<file path="config.mk">
export PLATFORM = sky130hd
export DESIGN_NAME = uart_param
export DESIGN_NICKNAME = d
export VERILOG_FILES = /design/src/rtl/uart_param_pkg.sv /design/src/rtl/uart_sync_fifo.sv /design/src/rtl/uart_param.sv
export SDC_FILE = /design/constraint.sdc
export NUM_CORES = 1
export LEC_CHECK = 0
export ABC_AREA = 1
export CAP_MARGIN = 0
export CORE_ASPECT_RATIO = 1.4
export CORE_MARGIN = 3
export CORE_UTILIZATION = 58
export CTS_BUF_LIST = sky130_fd_sc_hd__clkbuf_4 sky130_fd_sc_hd__clkbuf_8
export CTS_CLUSTER_SIZE = 10
export DETAILED_ROUTE_END_ITERATION = 8
export PLACE_DENSITY = 0.79
export SYNTH_ARGS = -nofsm -noshare
export SYNTH_HDL_FRONTEND = slang
export SYNTH_SLANG_ARGS = --single-unit
export TNS_END_PERCENT = 10
</file>
<file path="constraint.sdc">
create_clock -name clk -period 2.7 [get_ports clk]
set_clock_uncertainty 0.05 [all_clocks]
set_input_delay 0.54 -clock clk [delete_from_list [all_inputs] [get_ports clk]]
set_output_delay 0.54 -clock clk [all_outputs]
set_load 0.02 [all_outputs]
</file>
<file path="src/rtl/uart_param_pkg.sv">
// Shared types and helpers for the parameterised UART.
package uart_param_pkg;

  // Parity mode encodings for cfg_parity; 2'b11 behaves like PAR_NONE.
  localparam logic [1:0] PAR_NONE     = 2'b00;
  localparam logic [1:0] PAR_EVEN     = 2'b01;
  localparam logic [1:0] PAR_ODD      = 2'b10;
  localparam logic [1:0] PAR_NONE_ALT = 2'b11;

  typedef enum logic [2:0] {TxIdle, TxStart, TxData, TxParity, TxStop} tx_state_e;
  typedef enum logic [2:0] {RxIdle, RxStart, RxData, RxParity, RxStop} rx_state_e;

  // Data bit code to count: 00=5, 01=6, 10=7, 11=8.
  function automatic logic [3:0] data_bits_count(input logic [1:0] code);
    return 4'd5 + {2'b00, code};
  endfunction

  // Mask that keeps only the active data bits of a byte.
  function automatic logic [7:0] data_mask(input logic [1:0] code);
    return 8'hFF >> (3'd3 - {1'b0, code});
  endfunction

  function automatic logic parity_enabled(input logic [1:0] mode);
    return (mode == PAR_EVEN) || (mode == PAR_ODD);
  endfunction

endpackage

</file>
<file path="src/rtl/uart_sync_fifo.sv">
// First-word-fall-through synchronous FIFO; rdata always shows the head entry.
module uart_sync_fifo #(
  parameter int unsigned WIDTH = 8,
  parameter int unsigned DEPTH = 16
) (
  input  logic             clk,
  input  logic             reset_n,
  input  logic             wr,
  input  logic [WIDTH-1:0] wdata,
  input  logic             rd,
  output logic [WIDTH-1:0] rdata,
  output logic             full,
  output logic             empty
);

  localparam int unsigned AW = (DEPTH > 1) ? $clog2(DEPTH) : 1;

  logic [WIDTH-1:0] mem_q [DEPTH];
  logic [AW-1:0]    wptr_q, rptr_q;
  logic [AW:0]      count_q;
  logic             do_wr, do_rd;

  assign full  = (count_q == (AW+1)'(DEPTH));
  assign empty = (count_q == '0);
  // A read on a full FIFO frees the slot the simultaneous write uses.
  assign do_rd = rd && !empty;
  assign do_wr = wr && (!full || do_rd);
  assign rdata = mem_q[rptr_q];

  // Pointer and occupancy update; pointers wrap modulo DEPTH.
  always_ff @(posedge clk) begin
    if (!reset_n) begin
      wptr_q  <= '0;
      rptr_q  <= '0;
      count_q <= '0;
    end else begin
      if (do_wr) wptr_q <= wptr_q + AW'(1);
      if (do_rd) rptr_q <= rptr_q + AW'(1);
      case ({do_wr, do_rd})
        2'b10:   count_q <= count_q + (AW+1)'(1);
        2'b01:   count_q <= count_q - (AW+1)'(1);
        default: count_q <= count_q;
      endcase
    end
  end

  // Storage array; contents are don't-care until written.
  always_ff @(posedge clk) begin
    if (do_wr) mem_q[wptr_q] <= wdata;
  end

endmodule

</file>
<file path="src/rtl/uart_param.sv">
// Parameterised UART with TX/RX FIFOs, configurable framing and sticky errors.
// Optional feature: define UART_LOOPBACK_EN to add the loopback input.
module uart_param
  import uart_param_pkg::*;
#(
  parameter int unsigned FIFO_DEPTH = 16,
  parameter int unsigned OSR        = 16,
  parameter int unsigned DIV_W      = 16
) (
  input  logic             clk,
  input  logic             reset_n,
  input  logic [DIV_W-1:0] baud_div,
  input  logic [1:0]       cfg_data_bits,
  input  logic [1:0]       cfg_parity,
  input  logic             cfg_stop2,
  input  logic             wr_uart,
  input  logic [7:0]       data_w,
  output logic             tx_full,
  output logic             tx_busy,
  output logic             tx,
`ifdef UART_LOOPBACK_EN
  input  logic             loopback,
`endif
  input  logic             rx,
  input  logic             rd_uart,
  output logic [7:0]       data_r,
  output logic             rx_empty,
  output logic             par_err,
  output logic             fr_err,
  output logic             ovr_err,
  input  logic             err_clr
);

  localparam int unsigned OW = $clog2(OSR);

  // ---------------- baud tick ----------------
  logic [DIV_W-1:0] baud_cnt_q;
  logic             tick;

  assign tick = (baud_cnt_q == baud_div);

  // Free-running divider; also wraps if baud_div is lowered below the count.
  always_ff @(posedge clk) begin
    if (!reset_n)                   baud_cnt_q <= '0;
    else if (baud_cnt_q >= baud_div) baud_cnt_q <= '0;
    else                            baud_cnt_q <= baud_cnt_q + DIV_W'(1);
  end

  // ---------------- TX path ----------------
  logic       tx_pop, tx_fifo_empty;
  logic [7:0] tx_fifo_dout;

  uart_sync_fifo #(.WIDTH(8), .DEPTH(FIFO_DEPTH)) u_tx_fifo (
    .clk     (clk),
    .reset_n (reset_n),
    .wr      (wr_uart),
    .wdata   (data_w),
    .rd      (tx_pop),
    .rdata   (tx_fifo_dout),
    .full    (tx_full),
    .empty   (tx_fifo_empty)
  );

  tx_state_e     tx_state_q, tx_state_d;
  logic [OW-1:0] tx_tcnt_q, tx_tcnt_d;
  logic [2:0]    tx_bit_q, tx_bit_d;
  logic [2:0]    tx_last_q, tx_last_d;
  logic [7:0]    tx_data_q, tx_data_d;
  logic [1:0]    tx_par_q, tx_par_d;
  logic          tx_stop2_q, tx_stop2_d;
  logic          tx_bit_end, tx_par_bit, tx_out;

  assign tx_bit_end = tick && (tx_tcnt_q == OW'(OSR - 1));
  // Data is masked at latch time, so the reduction covers only active bits.
  assign tx_par_bit = (^tx_data_q) ^ (tx_par_q == PAR_ODD);

  // TX state register.
  always_ff @(posedge clk) begin
    if (!reset_n) begin
      tx_state_q <= TxIdle;
      tx_tcnt_q  <= '0;
      tx_bit_q   <= '0;
      tx_last_q  <= '0;
      tx_data_q  <= '0;
      tx_par_q   <= PAR_NONE;
      tx_stop2_q <= 1'b0;
    end else begin
      tx_state_q <= tx_state_d;
      tx_tcnt_q  <= tx_tcnt_d;
      tx_bit_q   <= tx_bit_d;
      tx_last_q  <= tx_last_d;
      tx_data_q  <= tx_data_d;
      tx_par_q   <= tx_par_d;
      tx_stop2_q <= tx_stop2_d;
    end
  end

  // TX next state, FIFO pop and serial output level.
  always_comb begin
    tx_state_d = tx_state_q;
    tx_tcnt_d  = tx_tcnt_q;
    tx_bit_d   = tx_bit_q;
    tx_last_d  = tx_last_q;
    tx_data_d  = tx_data_q;
    tx_par_d   = tx_par_q;
    tx_stop2_d = tx_stop2_q;
    tx_pop     = 1'b0;
    tx_out     = 1'b1;
    if (tick) tx_tcnt_d = tx_bit_end ? '0 : tx_tcnt_q + OW'(1);
    case (tx_state_q)
      TxIdle: begin
        tx_tcnt_d = '0;
        if (!tx_fifo_empty) begin
          tx_pop     = 1'b1;
          tx_data_d  = tx_fifo_dout & data_mask(cfg_data_bits);
          tx_last_d  = 3'(data_bits_count(cfg_data_bits) - 4'd1);
          tx_par_d   = cfg_parity;
          tx_stop2_d = cfg_stop2;
          tx_bit_d   = '0;
          tx_state_d = TxStart;
        end
      end
      TxStart: begin
        tx_out = 1'b0;
        if (tx_bit_end) tx_state_d = TxData;
      end
      TxData: begin
        tx_out = tx_data_q[tx_bit_q];
        if (tx_bit_end) begin
          if (tx_bit_q == tx_last_q) begin
            tx_bit_d   = '0;
            tx_state_d = parity_enabled(tx_par_q) ? TxParity : TxStop;
          end else begin
            tx_bit_d = tx_bit_q + 3'd1;
          end
        end
      end
      TxParity: begin
        tx_out = tx_par_bit;
        if (tx_bit_end) tx_state_d = TxStop;
      end
      TxStop: begin
        // tx_bit_q counts stop bits already sent.
        if (tx_bit_end) begin
          if (tx_stop2_q && (tx_bit_q == 3'd0)) tx_bit_d = 3'd1;
          else                                 tx_state_d = TxIdle;
        end
      end
      default: tx_state_d = TxIdle;
    endcase
  end

  assign tx      = tx_out;
  assign tx_busy = (tx_state_q != TxIdle);

  // ---------------- RX path ----------------
  logic       rx_line;
  logic [1:0] rx_sync_q;
  logic       rx_s;

`ifdef UART_LOOPBACK_EN
  assign rx_line = loopback ? tx_out : rx;
`else
  assign rx_line = rx;
`endif
  assign rx_s = rx_sync_q[1];

  // Two-flop synchroniser; resets to the idle (high) line level.
  always_ff @(posedge clk) begin
    if (!reset_n) rx_sync_q <= 2'b11;
    else          rx_sync_q <= {rx_sync_q[0], rx_line};
  end

  rx_state_e     rx_state_q, rx_state_d;
  logic [OW-1:0] rx_tcnt_q, rx_tcnt_d;
  logic [2:0]    rx_bit_q, rx_bit_d;
  logic [2:0]    rx_last_q, rx_last_d;
  logic [7:0]    rx_data_q, rx_data_d;
  logic [1:0]    rx_par_q, rx_par_d;
  logic          rx_pbit_q, rx_pbit_d;
  logic          rx_half_end, rx_bit_end;
  logic          rx_push, fr_set, par_set, ovr_set;
  logic          rx_fifo_full;
  logic [7:0]    rx_fifo_dout;

  assign rx_half_end = tick && (rx_tcnt_q == OW'(OSR / 2 - 1));
  assign rx_bit_end  = tick && (rx_tcnt_q == OW'(OSR - 1));

  // RX state register.
  always_ff @(posedge clk) begin
    if (!reset_n) begin
      rx_state_q <= RxIdle;
      rx_tcnt_q  <= '0;
      rx_bit_q   <= '0;
      rx_last_q  <= '0;
      rx_data_q  <= '0;
      rx_par_q   <= PAR_NONE;
      rx_pbit_q  <= 1'b0;
    end else begin
      rx_state_q <= rx_state_d;
      rx_tcnt_q  <= rx_tcnt_d;
      rx_bit_q   <= rx_bit_d;
      rx_last_q  <= rx_last_d;
      rx_data_q  <= rx_data_d;
      rx_par_q   <= rx_par_d;
      rx_pbit_q  <= rx_pbit_d;
    end
  end

  // RX next state; samples mid-bit after the half-bit start qualification.
  always_comb begin
    rx_state_d = rx_state_q;
    rx_tcnt_d  = rx_tcnt_q;
    rx_bit_d   = rx_bit_q;
    rx_last_d  = rx_last_q;
    rx_data_d  = rx_data_q;
    rx_par_d   = rx_par_q;
    rx_pbit_d  = rx_pbit_q;
    rx_push    = 1'b0;
    fr_set     = 1'b0;
    par_set    = 1'b0;
    if (tick) rx_tcnt_d = rx_bit_end ? '0 : rx_tcnt_q + OW'(1);
    case (rx_state_q)
      RxIdle: begin
        rx_tcnt_d = '0;
        if (!rx_s) begin
          rx_last_d  = 3'(data_bits_count(cfg_data_bits) - 4'd1);
          rx_par_d   = cfg_parity;
          rx_data_d  = '0;
          rx_bit_d   = '0;
          rx_state_d = RxStart;
        end
      end
      RxStart: begin
        if (rx_half_end) begin
          rx_tcnt_d  = '0;
          rx_state_d = rx_s ? RxIdle : RxData;
        end
      end
      RxData: begin
        if (rx_bit_end) begin
          rx_data_d[rx_bit_q] = rx_s;
          if (rx_bit_q == rx_last_q) begin
            rx_state_d = parity_enabled(rx_par_q) ? RxParity : RxStop;
          end else begin
            rx_bit_d = rx_bit_q + 3'd1;
          end
        end
      end
      RxParity: begin
        if (rx_bit_end) begin
          rx_pbit_d  = rx_s;
          rx_state_d = RxStop;
        end
      end
      RxStop: begin
        // Only the first stop bit is checked; the FSM is ready for a new start at once.
        if (rx_bit_end) begin
          rx_push    = 1'b1;
          fr_set     = !rx_s;
          par_set    = parity_enabled(rx_par_q) &&
                       ((^rx_data_q) ^ rx_pbit_q ^ (rx_par_q == PAR_ODD));
          rx_state_d = RxIdle;
        end
      end
      default: rx_state_d = RxIdle;
    endcase
  end

  uart_sync_fifo #(.WIDTH(8), .DEPTH(FIFO_DEPTH)) u_rx_fifo (
    .clk     (clk),
    .reset_n (reset_n),
    .wr      (rx_push),
    .wdata   (rx_data_q),
    .rd      (rd_uart),
    .rdata   (rx_fifo_dout),
    .full    (rx_fifo_full),
    .empty   (rx_empty)
  );

  assign ovr_set = rx_push && rx_fifo_full && !rd_uart;
  assign data_r  = rx_empty ? 8'h00 : rx_fifo_dout;

  // Sticky error flags; a new error beats a simultaneous clear.
  always_ff @(posedge clk) begin
    if (!reset_n) begin
      par_err <= 1'b0;
      fr_err  <= 1'b0;
      ovr_err <= 1'b0;
    end else begin
      par_err <= par_set | (par_err & ~err_clr);
      fr_err  <= fr_set  | (fr_err  & ~err_clr);
      ovr_err <= ovr_set | (ovr_err & ~err_clr);
    end
  end

endmodule

</file>
==> summary.txt <==
Synthesis
  • Main synth FF type: edfxtp_1
  • Post-synthesis xor/xnor area fraction: 0.0192
  • Post-Synth Adder-Cell Area: 0.0342
  • Mapped Cells: 1588
  • Avg Cell Area, Syn: 10.0 sq um
  • Ys async rst share: 0
  • Compound-Gate Fraction of Synth Area: 0.117
  • Simple-gate share of the synthesized area: 0.167
  • Mux cell area share after synthesis: 0
  • Syn_nets: 1666
  • Total number of yosys warnings: 0
  • Distinct cells, synth: 45
  • Synthesized area: 16000 sq um
  • Main combinational cell family by area after synthesis: simple AND/OR/NAND/NOR gates
  • Post-synth EDFFs: 256
  • Seq cells post-synth: 359
  • Sequential element share of the synthesized area: 0.611

Layout
  • Share of post-route cells with drive strength above 1: 0.173
  • Commonest cells after routing, fill and taps aside: nor2_1, edfxtp_1, nand2_1
  • Nets: 1795
  • Fill cell count: 2007
  • P&R area growth vs syn: 18.4%
  • Post-layout util: 0.700
  • Diode count: 0
  • Register Area: 9760 sq um
  • Area of the multi-input gates: 5790 sq um
  • Most common cell after layout, fill and taps aside: nor2_1

Pwr
  • Max IR drop VDD: 0.000542 V
  • Pwr Density: 735 nW/um^2
  • Total power: 13.9 mW
  • Total leakage power: 7.44 nW

Die
  • DIE HEIGHT: 202 um
  • Starting density of the core: 0.591
  • Total die area: 29600 sq um
  • Row count: 71
  • Core area: 27000 sq um
  • DIE WIDTH: 146 um
  • I/O pin count: 50

Setup path
  • CP Capture Type: flop
  • Crit path max-delay cell type: dfxtp_1
  • Worst-path cell chain: ha_4 -> nand2_2 -> nor2_4 -> nand4_1 -> nor2_1 -> nand2_2 -> nor2_4 -> inv_2 -> ha_4 -> xor2_2 -> ha_2 -> a21o_1 -> xor2_1 -> o21ai_0 -> inv_1
  • Critical path fanouts, max: 3
  • Bufs and invs on worst path: 2
  • CP top delay family: simple AND/OR/NAND/NOR gates
  • Worst path max stage delay: 0.34 ns
  • Data arrival, critical path: 3.16 ns
  • Crit path required time: 3.14 ns
  • Crit Path Category: reg -> reg
  • Crit start category: flop

Global routing
  • Largest net degree at the start of global routing: 42
  • Antenna violations before repair: 0
  • All-Layer GR Usage: 0.244
  • GR Overflow Total: 0
  • First-pass GRT wire length: 58.0 mm
  • Met1 Track Usage GR: 0.270
  • GR Util met3: 0.0327
  • M2 GR Usage: 0.461
  • Vias in the first global route: 11.7k
  • Busiest layer in global routing: met2

Timing
  • Hold Fails Final Rpt: 0
  • Hold Slack: 0.360 ns
  • Slew Viols, Final: 0
  • Setup violators final: 2
  • Tmin final: 2.72 ns
  • Final setup margin: -0.0225 ns
  • Crit share post-route: 1.01
  • Max Fclk: 367 MHz
  • RSZ-0062 raised after global routing: yes
  • Slew Limit Headroom: 0.519
  • Worst slew pin tran: 0.720 ns

Clocking
  • Worst-Skew Late Latency: 0.60 ns
  • CTS tree: yes
  • CTS buffer count: 50
  • H-tree depth: 2
  • Clock-pin slew on the worst setup and hold paths: 0.07 ns
  • CTS sink cnt: 359
  • Root Driver: clkbuf_8
  • Max Root-Sink Buffers: 3
  • Hold Buf Count CTS: 0

Run status
  • Status: finished with violations
  • Failing checks: setup timing

Flow run
  • Total of max-cap violations: 0

Placement
  • Placer Congestion: 0.873
  • IO Port Bufs: 49
  • DP HPWL: 24.5 mm

Hold path
  • Hold Crit Class: reg -> reg

Route
  • DR WL/cell: 17.1 um
  • DR pass1 iterations: 5
  • Initial DRC count: 972
  • Vias per inst: 5.54
  • Drt drc: 0
  • Routed WL: 36.3 mm
  • Via count: 11.8k
  • Routed Antenna Nets: 0
-- Yosys cell counts, types with 2 or more instances --
cell      number  share of area
nand3_1       85          0.027
clkbuf_1      34         0.0080
nor3_2         2         0.0013
o21ai_0      132          0.041
nor3_1         9         0.0028
nor2_2         6         0.0024
xor2_1        23          0.013
o221ai_1      32          0.018
o211ai_1      28          0.013
nand3b_1       2        0.00094
edfxtp_1     256           0.48
ha_1          42          0.033
buf_2         21         0.0066
o21bai_1      33          0.016
xnor2_1       12         0.0066
nand2_1      188          0.044
nor4_1         3         0.0012
nand2_2        8         0.0031
a21oi_1       80          0.025
a21o_1         2        0.00094
inv_1        134          0.032
a211oi_1       2        0.00094
buf_4          5         0.0024
dfxtp_1      103           0.13
nand3_2        2         0.0013
o21ai_1        2        0.00063
nand4_1        8         0.0031
nor2_1       305          0.072
buf_1          2        0.00047
or2_2          4         0.0016
inv_2          7         0.0016
nor2_4         3         0.0021
-- routing by layer --
| metal | wire, um | vias to the layer above | share of wire |
|---|---|---|---|
| met5 | 0 | - | 0 |
| met4 | 1670 | 0 | 0.046 |
| met3 | 1540 | 125 | 0.042 |
| met2 | 19700 | 336 | 0.54 |
| met1 | 13400 | 5578 | 0.37 |
| li1 | - | 5721 | - |
-- power by group --
| part | switching, mW | total (mW) | internal [mW] |
|---|---|---|---|
| Clock | 2.03 | 4.48 | 2.45 |
| Sequential | 0.172 | 6.28 | 6.11 |
| Combinational | 2.04 | 3.12 | 1.08 |
-- per-stage QoR --
stage | TNS, ns | setup WS (ns) | area, sq um | instances
3_5_place_dp | -63.67 | -0.885 | 17600 | 2027
4_1_cts | -0.355 | -0.0715 | 18800 | 2123
2_1_floorplan | -0.0913 | -0.0720 | 16200 | 1588
3_3_place_gp | -61.56 | -0.834 | 17600 | 2027
5_1_grt | -0.716 | -0.146 | 18900 | 2124
6_report | -0.0331 | -0.0225 | 18900 | 2124
-- registers in the layout (all words and copies together) (netlist names), 2 cells and up, named ones only --
register	cells
u_rx_fifo.mem_q	128
u_tx_fifo.mem_q	128
baud_cnt_q	16
rx_data_q	8
tx_data_q	8
u_rx_fifo.count_q	5
u_tx_fifo.count_q	5
rx_tcnt_q	4
tx_tcnt_q	4
u_rx_fifo.rptr_q	4
u_rx_fifo.wptr_q	4
u_tx_fifo.rptr_q	4
u_tx_fifo.wptr_q	4
rx_bit_q	3
rx_last_q	3
rx_state_q	3
tx_bit_q	3
tx_last_q	3
tx_state_q	3
rx_par_q	2
rx_sync_q	2
tx_par_q	2
-- path summary, 6_finish.rpt --
check                                         startpoint                                 to  slack [ns]  depth (start not counted)
worst max-delay path            baud_cnt_q[8]$_SDFF_PP0_  u_rx_fifo.count_q[2]$_SDFFE_PN0P_       -0.02                         15
worst min-delay path             rx_sync_q[0]$_SDFF_PN1_            rx_sync_q[1]$_SDFF_PN1_        0.36                          1
worst max register to register  baud_cnt_q[8]$_SDFF_PP0_  u_rx_fifo.count_q[2]$_SDFFE_PN0P_       -0.02                         15
worst min register to register   rx_sync_q[0]$_SDFF_PN1_            rx_sync_q[1]$_SDFF_PN1_        0.36                          1
-- logic make-up after synthesis --
family | Yosys count
compound gates | 315
xor+xnor | 35
fa+ha+maj | 43
buf+inv | 205
flops | 359
simple gates | 631
-- repair_timing --
item | in CTS | in global routing
pin swaps | 18 | 19
endpoints found under the setup margin | 14 | 13
gates resized for setup | 66 | 34
cloned | 1 | 0
setup buffers | 1 | 1
-- cell type report --
type / count / area share
inverter: 142 / 0.0301
sequential: 359 / 0.517
clock buffer: 77 / 0.0501
multi-input combinational: 1024 / 0.306
tap: 365 / 0.0242
timing repair buffer: 140 / 0.0649
clock inverter: 17 / 0.00768
No activity file was read; power rests on OpenSTA's default activity.
